==> src/rtl/lc3_regfile_cc_pkg.sv <==
// Shared types and constants for the LC-3 register file and condition-code logic.
// The optional macro REGFILE_BYPASS_EN is not used here; see lc3_regfile_cc.sv.
package lc3_pkg;

  localparam int WIDTH = 16;
  localparam int NREGS = 8;
  localparam int AW    = $clog2(NREGS);

  typedef logic [WIDTH-1:0] word_t;
  typedef logic [AW-1:0]    reg_addr_t;

  typedef struct packed {
    logic n;
    logic z;
    logic p;
  } nzp_t;

  localparam reg_addr_t R7_ADDR   = 3'b111;
  localparam nzp_t      NZP_RESET = 3'b000;

  // Exactly one of N/Z/P is set for any word.
  function automatic nzp_t cc_from_word(input word_t w);
    nzp_t cc;
    cc.n = w[WIDTH-1];
    cc.z = (w == {WIDTH{1'b0}});
    cc.p = ~cc.n & ~cc.z;
    return cc;
  endfunction

endpackage

==> src/rtl/lc3_regfile_cc_if.sv <==
// Bus bundle between the datapath/control and the register file + CC block.
// master drives loads, addresses and bus; slave returns operands and NZP/BEN.
interface lc3_regfile_cc_if
  import lc3_pkg::*;
  ();

  logic      ld_reg;
  reg_addr_t dr_addr;
  reg_addr_t sr1_addr;
  reg_addr_t sr2_addr;
  word_t     bus;
  logic      ld_cc;
  logic      ld_ben;
  logic [2:0] ir_nzp;
  word_t     sr1_out;
  word_t     sr2_out;
  nzp_t      nzp;
  logic      ben;

  modport master (
    output ld_reg, dr_addr, sr1_addr, sr2_addr, bus, ld_cc, ld_ben, ir_nzp,
    input  sr1_out, sr2_out, nzp, ben
  );

  modport slave (
    input  ld_reg, dr_addr, sr1_addr, sr2_addr, bus, ld_cc, ld_ben, ir_nzp,
    output sr1_out, sr2_out, nzp, ben
  );

endinterface

==> src/rtl/lc3_cc_unit.sv <==
// Condition-code (NZP) and branch-enable registers fed from the internal bus.
// BEN is evaluated against the NZP value held before the current edge.
module lc3_cc_unit
  import lc3_pkg::*;
(
  input  logic       Clk,
  input  logic       Reset,
  input  logic       ld_cc,
  input  logic       ld_ben,
  input  word_t      bus,
  input  logic [2:0] ir_nzp,
  output nzp_t       nzp,
  output logic       ben
);

  nzp_t nzp_r;
  logic ben_r;
  nzp_t cc_s;

  assign cc_s = cc_from_word(bus);

  // NZP and BEN state; reset wins over both loads.
  always_ff @(posedge Clk) begin
    if (Reset) begin
      nzp_r <= NZP_RESET;
      ben_r <= 1'b0;
    end else begin
      if (ld_cc) begin
        nzp_r <= cc_s;
      end
      if (ld_ben) begin
        ben_r <= |(ir_nzp & nzp_r);
      end
    end
  end

  assign nzp = nzp_r;
  assign ben = ben_r;

endmodule

==> src/rtl/lc3_regfile_cc.sv <==
// LC-3 R0-R7 register file with two read ports, plus the NZP/BEN unit.
// Define REGFILE_BYPASS_EN to forward a same-cycle write to matching read ports.
module lc3_regfile_cc
  import lc3_pkg::*;
(
  input  logic               Clk,
  input  logic               Reset,
  lc3_regfile_cc_if.slave    rf
);

  word_t            gpr_r [NREGS];
  logic [NREGS-1:0] wr_en_s;
  word_t            sr1_s;
  word_t            sr2_s;
  nzp_t             nzp_s;
  logic             ben_s;

  // One-hot write decode of the destination address.
  always_comb begin
    wr_en_s = {NREGS{1'b0}};
    if (rf.ld_reg) begin
      wr_en_s[rf.dr_addr] = 1'b1;
    end else begin
      wr_en_s = {NREGS{1'b0}};
    end
  end

  // GPR array; a write in the reset cycle is discarded.
  always_ff @(posedge Clk) begin
    if (Reset) begin
      for (int i = 0; i < NREGS; i++) begin
        gpr_r[i] <= {WIDTH{1'b0}};
      end
    end else begin
      for (int i = 0; i < NREGS; i++) begin
        if (wr_en_s[i]) begin
          gpr_r[i] <= rf.bus;
        end
      end
    end
  end

  // Read ports, each forwarding independently when bypass is built in.
  always_comb begin
    sr1_s = gpr_r[rf.sr1_addr];
    sr2_s = gpr_r[rf.sr2_addr];
`ifdef REGFILE_BYPASS_EN
    if (rf.ld_reg && (rf.sr1_addr == rf.dr_addr)) begin
      sr1_s = rf.bus;
    end else begin
      sr1_s = gpr_r[rf.sr1_addr];
    end
    if (rf.ld_reg && (rf.sr2_addr == rf.dr_addr)) begin
      sr2_s = rf.bus;
    end else begin
      sr2_s = gpr_r[rf.sr2_addr];
    end
`else
    sr1_s = gpr_r[rf.sr1_addr];
    sr2_s = gpr_r[rf.sr2_addr];
`endif
  end

  assign rf.sr1_out = sr1_s;
  assign rf.sr2_out = sr2_s;

  lc3_cc_unit u_cc (
    .Clk    (Clk),
    .Reset  (Reset),
    .ld_cc  (rf.ld_cc),
    .ld_ben (rf.ld_ben),
    .bus    (rf.bus),
    .ir_nzp (rf.ir_nzp),
    .nzp    (nzp_s),
    .ben    (ben_s)
  );

  assign rf.nzp = nzp_s;
  assign rf.ben = ben_s;

endmodule

==> src/flat_wrapper.sv <==
// flat-port wrapper written by rule: the top's interface ports become plain ports
module lc3_regfile_cc_flat import lc3_pkg::*;
  (Clk, Reset, rf_ld_reg, rf_dr_addr, rf_sr1_addr, rf_sr2_addr, rf_bus, rf_ld_cc, rf_ld_ben, rf_ir_nzp, rf_sr1_out, rf_sr2_out, rf_nzp, rf_ben);
  lc3_regfile_cc_if rf_i ();
  input  logic Clk;
  input  logic Reset;
  input wire logic [$bits(rf_i.ld_reg)-1:0] rf_ld_reg;
  input wire logic [$bits(rf_i.dr_addr)-1:0] rf_dr_addr;
  input wire logic [$bits(rf_i.sr1_addr)-1:0] rf_sr1_addr;
  input wire logic [$bits(rf_i.sr2_addr)-1:0] rf_sr2_addr;
  input wire logic [$bits(rf_i.bus)-1:0] rf_bus;
  input wire logic [$bits(rf_i.ld_cc)-1:0] rf_ld_cc;
  input wire logic [$bits(rf_i.ld_ben)-1:0] rf_ld_ben;
  input wire logic [$bits(rf_i.ir_nzp)-1:0] rf_ir_nzp;
  output wire logic [$bits(rf_i.sr1_out)-1:0] rf_sr1_out;
  output wire logic [$bits(rf_i.sr2_out)-1:0] rf_sr2_out;
  output wire logic [$bits(rf_i.nzp)-1:0] rf_nzp;
  output wire logic [$bits(rf_i.ben)-1:0] rf_ben;
  assign rf_i.ld_reg = rf_ld_reg;
  assign rf_i.dr_addr = rf_dr_addr;
  assign rf_i.sr1_addr = rf_sr1_addr;
  assign rf_i.sr2_addr = rf_sr2_addr;
  assign rf_i.bus = rf_bus;
  assign rf_i.ld_cc = rf_ld_cc;
  assign rf_i.ld_ben = rf_ld_ben;
  assign rf_i.ir_nzp = rf_ir_nzp;
  assign rf_sr1_out = rf_i.sr1_out;
  assign rf_sr2_out = rf_i.sr2_out;
  assign rf_nzp = rf_i.nzp;
  assign rf_ben = rf_i.ben;
  lc3_regfile_cc u_core (.Clk(Clk), .Reset(Reset), .rf(rf_i));
endmodule
==> config.mk <==
export PLATFORM = sky130hd
export DESIGN_NAME = lc3_regfile_cc_flat
export DESIGN_NICKNAME = d
export VERILOG_FILES = /design/src/rtl/lc3_regfile_cc_pkg.sv /design/src/rtl/lc3_regfile_cc_if.sv /design/src/rtl/lc3_cc_unit.sv /design/src/rtl/lc3_regfile_cc.sv /design/src/flat_wrapper.sv
export SDC_FILE = /design/constraint.sdc
export NUM_CORES = 1
export LEC_CHECK = 0
export CORE_ASPECT_RATIO = 1.4
export CORE_MARGIN = 1
export CORE_UTILIZATION = 40
export CTS_BUF_LIST = sky130_fd_sc_hd__clkbuf_8
export DETAILED_ROUTE_END_ITERATION = 12
export PLACE_DENSITY = 0.63
export SLEW_MARGIN = 15
export SYNTH_ARGS = -nofsm -noshare
export SYNTH_HDL_FRONTEND = slang
export SYNTH_SLANG_ARGS = --single-unit
==> constraint.sdc <==
create_clock -name Clk -period 2 [get_ports Clk]
set_input_delay 0.4 -clock Clk [delete_from_list [all_inputs] [get_ports Clk]]
set_output_delay 0.4 -clock Clk [all_outputs]
set_load 0.01 [all_outputs]
==> results.json, run 1 <==
{
  "status": "complete, but fails checks",
  "track_usage_pct": 21.4,
  "rsz0062_at_grt": "true",
  "synth.area.top_cells": "edfxtp_1, mux4_1, nor2_1",
  "r2r-start": "u_core.u_cc.nzp[0]$_SDFFE_PP0P_",
  "routedWlPerCell_um": 24.2,
  "nFillCells": 1370,
  "dieHeight_um": 157,
  "dr_wl_met2_um": 9360,
  "cts_tree": "yes",
  "drc": 0,
  "antenna_found_initial": 0,
  "grt_pass1_wl_um": 26700,
  "overflow": 0,
  "fin_nets": 547,
  "gp_congestion": 0.779,
  "power_leakage_nw": 3.14,
  "yosys_warnings": 0,
  "synth_fa_ha_area_share_pct": 0,
  "synth_compound_area_share_pct": 0.734,
  "row_count": 56,
  "dr_wl_met3_um": 887,
  "cp_max_fo": 2,
  "dp.cells": 689,
  "maxCapViolCount": 0,
  "hp-class": "register to register",
  "syn_avg_cell_area_um2": 16.4,
  "maxSlewHeadroom_pct": 72.6,
  "arrival_ns": 1.89,
  "ys_seq_area_share_pct": 57.5,
  "startpoint": "u_core.gpr_r[0][3]$_SDFFCE_PN0P_",
  "io_buffers": 68,
  "cp.depth": 4,
  "dieArea_um2": 17600,
  "highest_layer": "met4",
  "layout.cells.non_filler": 730,
  "vdd_drop_max_uv": 451,
  "skew_ns": 0.00163,
  "power_mw": 7.09,
  "cts_buffers": 17,
  "drive_gt1_share_pct": 37.0,
  "vias_per_cell": 5.65,
  "regToRegEndpoint": "u_core.u_cc.ben$_SDFFE_PP0P_",
  "synth_top_area_share_pct": 56.3,
  "holdBufCountCts": 0,
  "synth-xor-area-share_pct": 0,
  "die_w_um": 112,
  "core_um2": 16700,
  "area.sequential_um2": 3920,
  "synth_top_family_by_area": "multiplexers",
  "start_util_pct": 40.7,
  "fmax_mhz": 437,
  "cp-start-kind": "register",
  "timing.final.ws_setup_ns": -0.286,
  "hold_viol_final": 0,
  "drtPass1Iterations": 4,
  "multi_input_comb_area_um2": 2580,
  "routed_wl_um": 17700,
  "tightest_slew_ns": 0.407,
  "yosys.area_share.simple_pct": 8.84,
  "finalCritPeriodShare_pct": 114,
  "syn_inst": 417,
  "cp_top_family": "multiplexers",
  "boundaryPins": 69,
  "required_ns": 1.60,
  "clockBufferDepth": 2,
  "critPathKind": "register to primary output",
  "failed_checks": "negative setup slack",
  "synth_cell_types": 24,
  "drt_iter0_drc": 277,
  "final_util_pct": 50.8,
  "cp_slowest_stage_delay_ns": 0.44,
  "dp.final_hpwl_um": 10800,
  "ant_nets": 0,
  "grt_pass1_vias": 4552,
  "yosys.area.top_type": "edfxtp_1",
  "crit_buf_inv": 2,
  "cts.clk_slew.worst_paths_ns": 0.08,
  "clk_latency_ns": 0.44,
  "synth_area_um2": 6820,
  "clock_sinks": 132,
  "worst_setup_path_end_kind": "primary output",
  "wl_met1_um": 6890,
  "finalSetupViolCount": 32,
  "syn_nets": 450,
  "synthMuxAreaShare_pct": 29.6,
  "ys_ff_latch": 132,
  "diodes": 0,
  "cpMaxStageDelayCell": "mux4_2",
  "grt_max_degree": 29,
  "cp_cell_sequence": "buf_4 -> mux4_2 -> mux2_4 -> buf_6",
  "area_growth_pct": 24.6,
  "rr_worst_depth": 2,
  "fin_crit_ns": 2.29,
  "p_per_area_nw_per_um2": 834,
  "h-tree-depth": 4,
  "worstSetupEndpoint": "rf_sr1_out[3]",
  "via_count": 4121,
  "cts-root-buf": "clkbuf_8",
  "slew_viol_final": 0,
  "regToRegSetupSlack_ns": 1.09
}
-- what timing repair did --
action,CTS,global route
cloned,2,0
endpoints found under the setup margin,32,32
resized for setup,242,5
buffers inserted,7,0
-- cells in the final DEF, fill, tap and decap left out --
master and instances:
a211oi_1 1, a222oi_1 1, a22o_1 1, a31o_2 1
a41o_1 1, buf_12 15, buf_2 2, buf_4 18
buf_6 34, bufbuf_16 2, bufinv_16 5, clkbuf_8 17
clkdlybuf4s15_2 2, clkdlybuf4s50_1 32, clkinv_1 2, clkinv_2 2
clkinv_4 2, clkinvlp_4 2, dfxtp_1 4, edfxtp_1 128
inv_1 17, inv_6 1, mux2_2 5, mux2_4 27
mux2i_1 1, mux4_1 4, mux4_2 60, nand2_1 4
nand2b_1 23, nand3_1 3, nand4_1 1, nor2_1 101
nor2b_1 3, nor4_1 4, o21ai_0 1
-- logic make-up (layout without fill, tap and decap cells) --
group	count (synthesis)	in the layout
and+or+nand+nor	139	139
muxes	97	97
DFF	132	132
buffers and inverters	43	153
AOI/OAI and AO/OA	6	6
-- worst min path at each step --
stage | cells after the start | to | slack (ns) | startpoint
CTS | 2 | u_core.u_cc.nzp[1]$_SDFFE_PP0P_ | 0.50 | u_core.u_cc.nzp[1]$_SDFFE_PP0P_
floorplan | 2 | u_core.u_cc.nzp[1]$_SDFFE_PP0P_ | 0.49 | u_core.u_cc.nzp[1]$_SDFFE_PP0P_
finish | 2 | u_core.u_cc.nzp[1]$_SDFFE_PP0P_ | 0.50 | u_core.u_cc.nzp[1]$_SDFFE_PP0P_
detailed placement | 2 | u_core.u_cc.nzp[1]$_SDFFE_PP0P_ | 0.49 | u_core.u_cc.nzp[1]$_SDFFE_PP0P_
global route | 2 | u_core.u_cc.nzp[1]$_SDFFE_PP0P_ | 0.53 | u_core.u_cc.nzp[1]$_SDFFE_PP0P_
global placement | 2 | u_core.u_cc.nzp[1]$_SDFFE_PP0P_ | 0.48 | u_core.u_cc.nzp[1]$_SDFFE_PP0P_
-- layer usage --
metal | GRT usage (%) | vias up
met5 | 0 | -
li1 | - | 1802
met1 | 25.1 | 2122
met3 | 4.14 | 35
met2 | 38.1 | 162
met4 | 9.90 | 0
-- registers in the layout, summed over array words and instances, names as in the netlist --
signal	cells
u_core.gpr_r	128
u_core.u_cc.ben	1
u_core.u_cc.nzp	3
-- tightest hold or removal path, cell delays in order (launching register included) --
cell     delay [ns]
dfxtp_1        0.34
nand2_1        0.06
o21ai_0        0.06
-- final cells by class --
cell class | count | area share (%)
Tap cell | 203 | 2.99
Clock buffer | 17 | 2.75
Sequential cell | 132 | 46.2
Inverter | 16 | 0.706
Timing Repair Buffer | 105 | 14.5
Multi-Input combinational cell | 242 | 30.4
Clock inverter | 15 | 2.50
-- report_power, final --
| group | internal, mW | total (mW) | switching [mW] | leakage [nW] |
|---|---|---|---|---|
| clock network | 1.47 | 2.51 | 1.04 | 0.222 |
| logic | 0.725 | 1.24 | 0.512 | 1.64 |
| registers | 3.24 | 3.34 | 0.104 | 1.27 |
-- metrics by stage --
stage	instance area, um2	hold WS [ns]	setup slack, ns	TNS, ns
floorplan	6820	0.494	0.128	0
finish	8500	0.499	-0.286	-4.79
global placement	7980	0.477	-0.672	-20.72
CTS	8490	0.498	-0.306	-5.51
global route	8500	0.529	-0.323	-6.38
detailed placement	7980	0.487	-0.688	-20.84
-- synthesized netlist by cell type --
library cell / count
a31o_2: 1
dfxtp_1: 4
nand2_1: 4
a222oi_1: 1
nand4_1: 1
a41o_1: 1
nor2_1: 101
mux2i_1: 1
clkbuf_2: 2
mux2_2: 32
nand3_1: 3
nand2b_1: 23
buf_1: 6
edfxtp_1: 128
o21ai_0: 1
nor2b_1: 3
a22o_1: 1
clkbuf_1: 11
nor4_1: 4
inv_1: 16
buf_6: 8
mux4_1: 56
a211oi_1: 1
mux4_2: 8
Power figures use the tool's default switching activity.
==> run 2, diff against run 1 <==
--- a/config.mk
+++ b/config.mk
@@ -5,6 +5,7 @@
 export SDC_FILE = /design/constraint.sdc
 export NUM_CORES = 1
 export LEC_CHECK = 0
+export CAP_MARGIN = 20
 export CORE_ASPECT_RATIO = 1.4
 export CORE_MARGIN = 1
 export CORE_UTILIZATION = 40
==> results of run 2 <==
No change in the layout: final DEF, timing and power equal those of run 1.
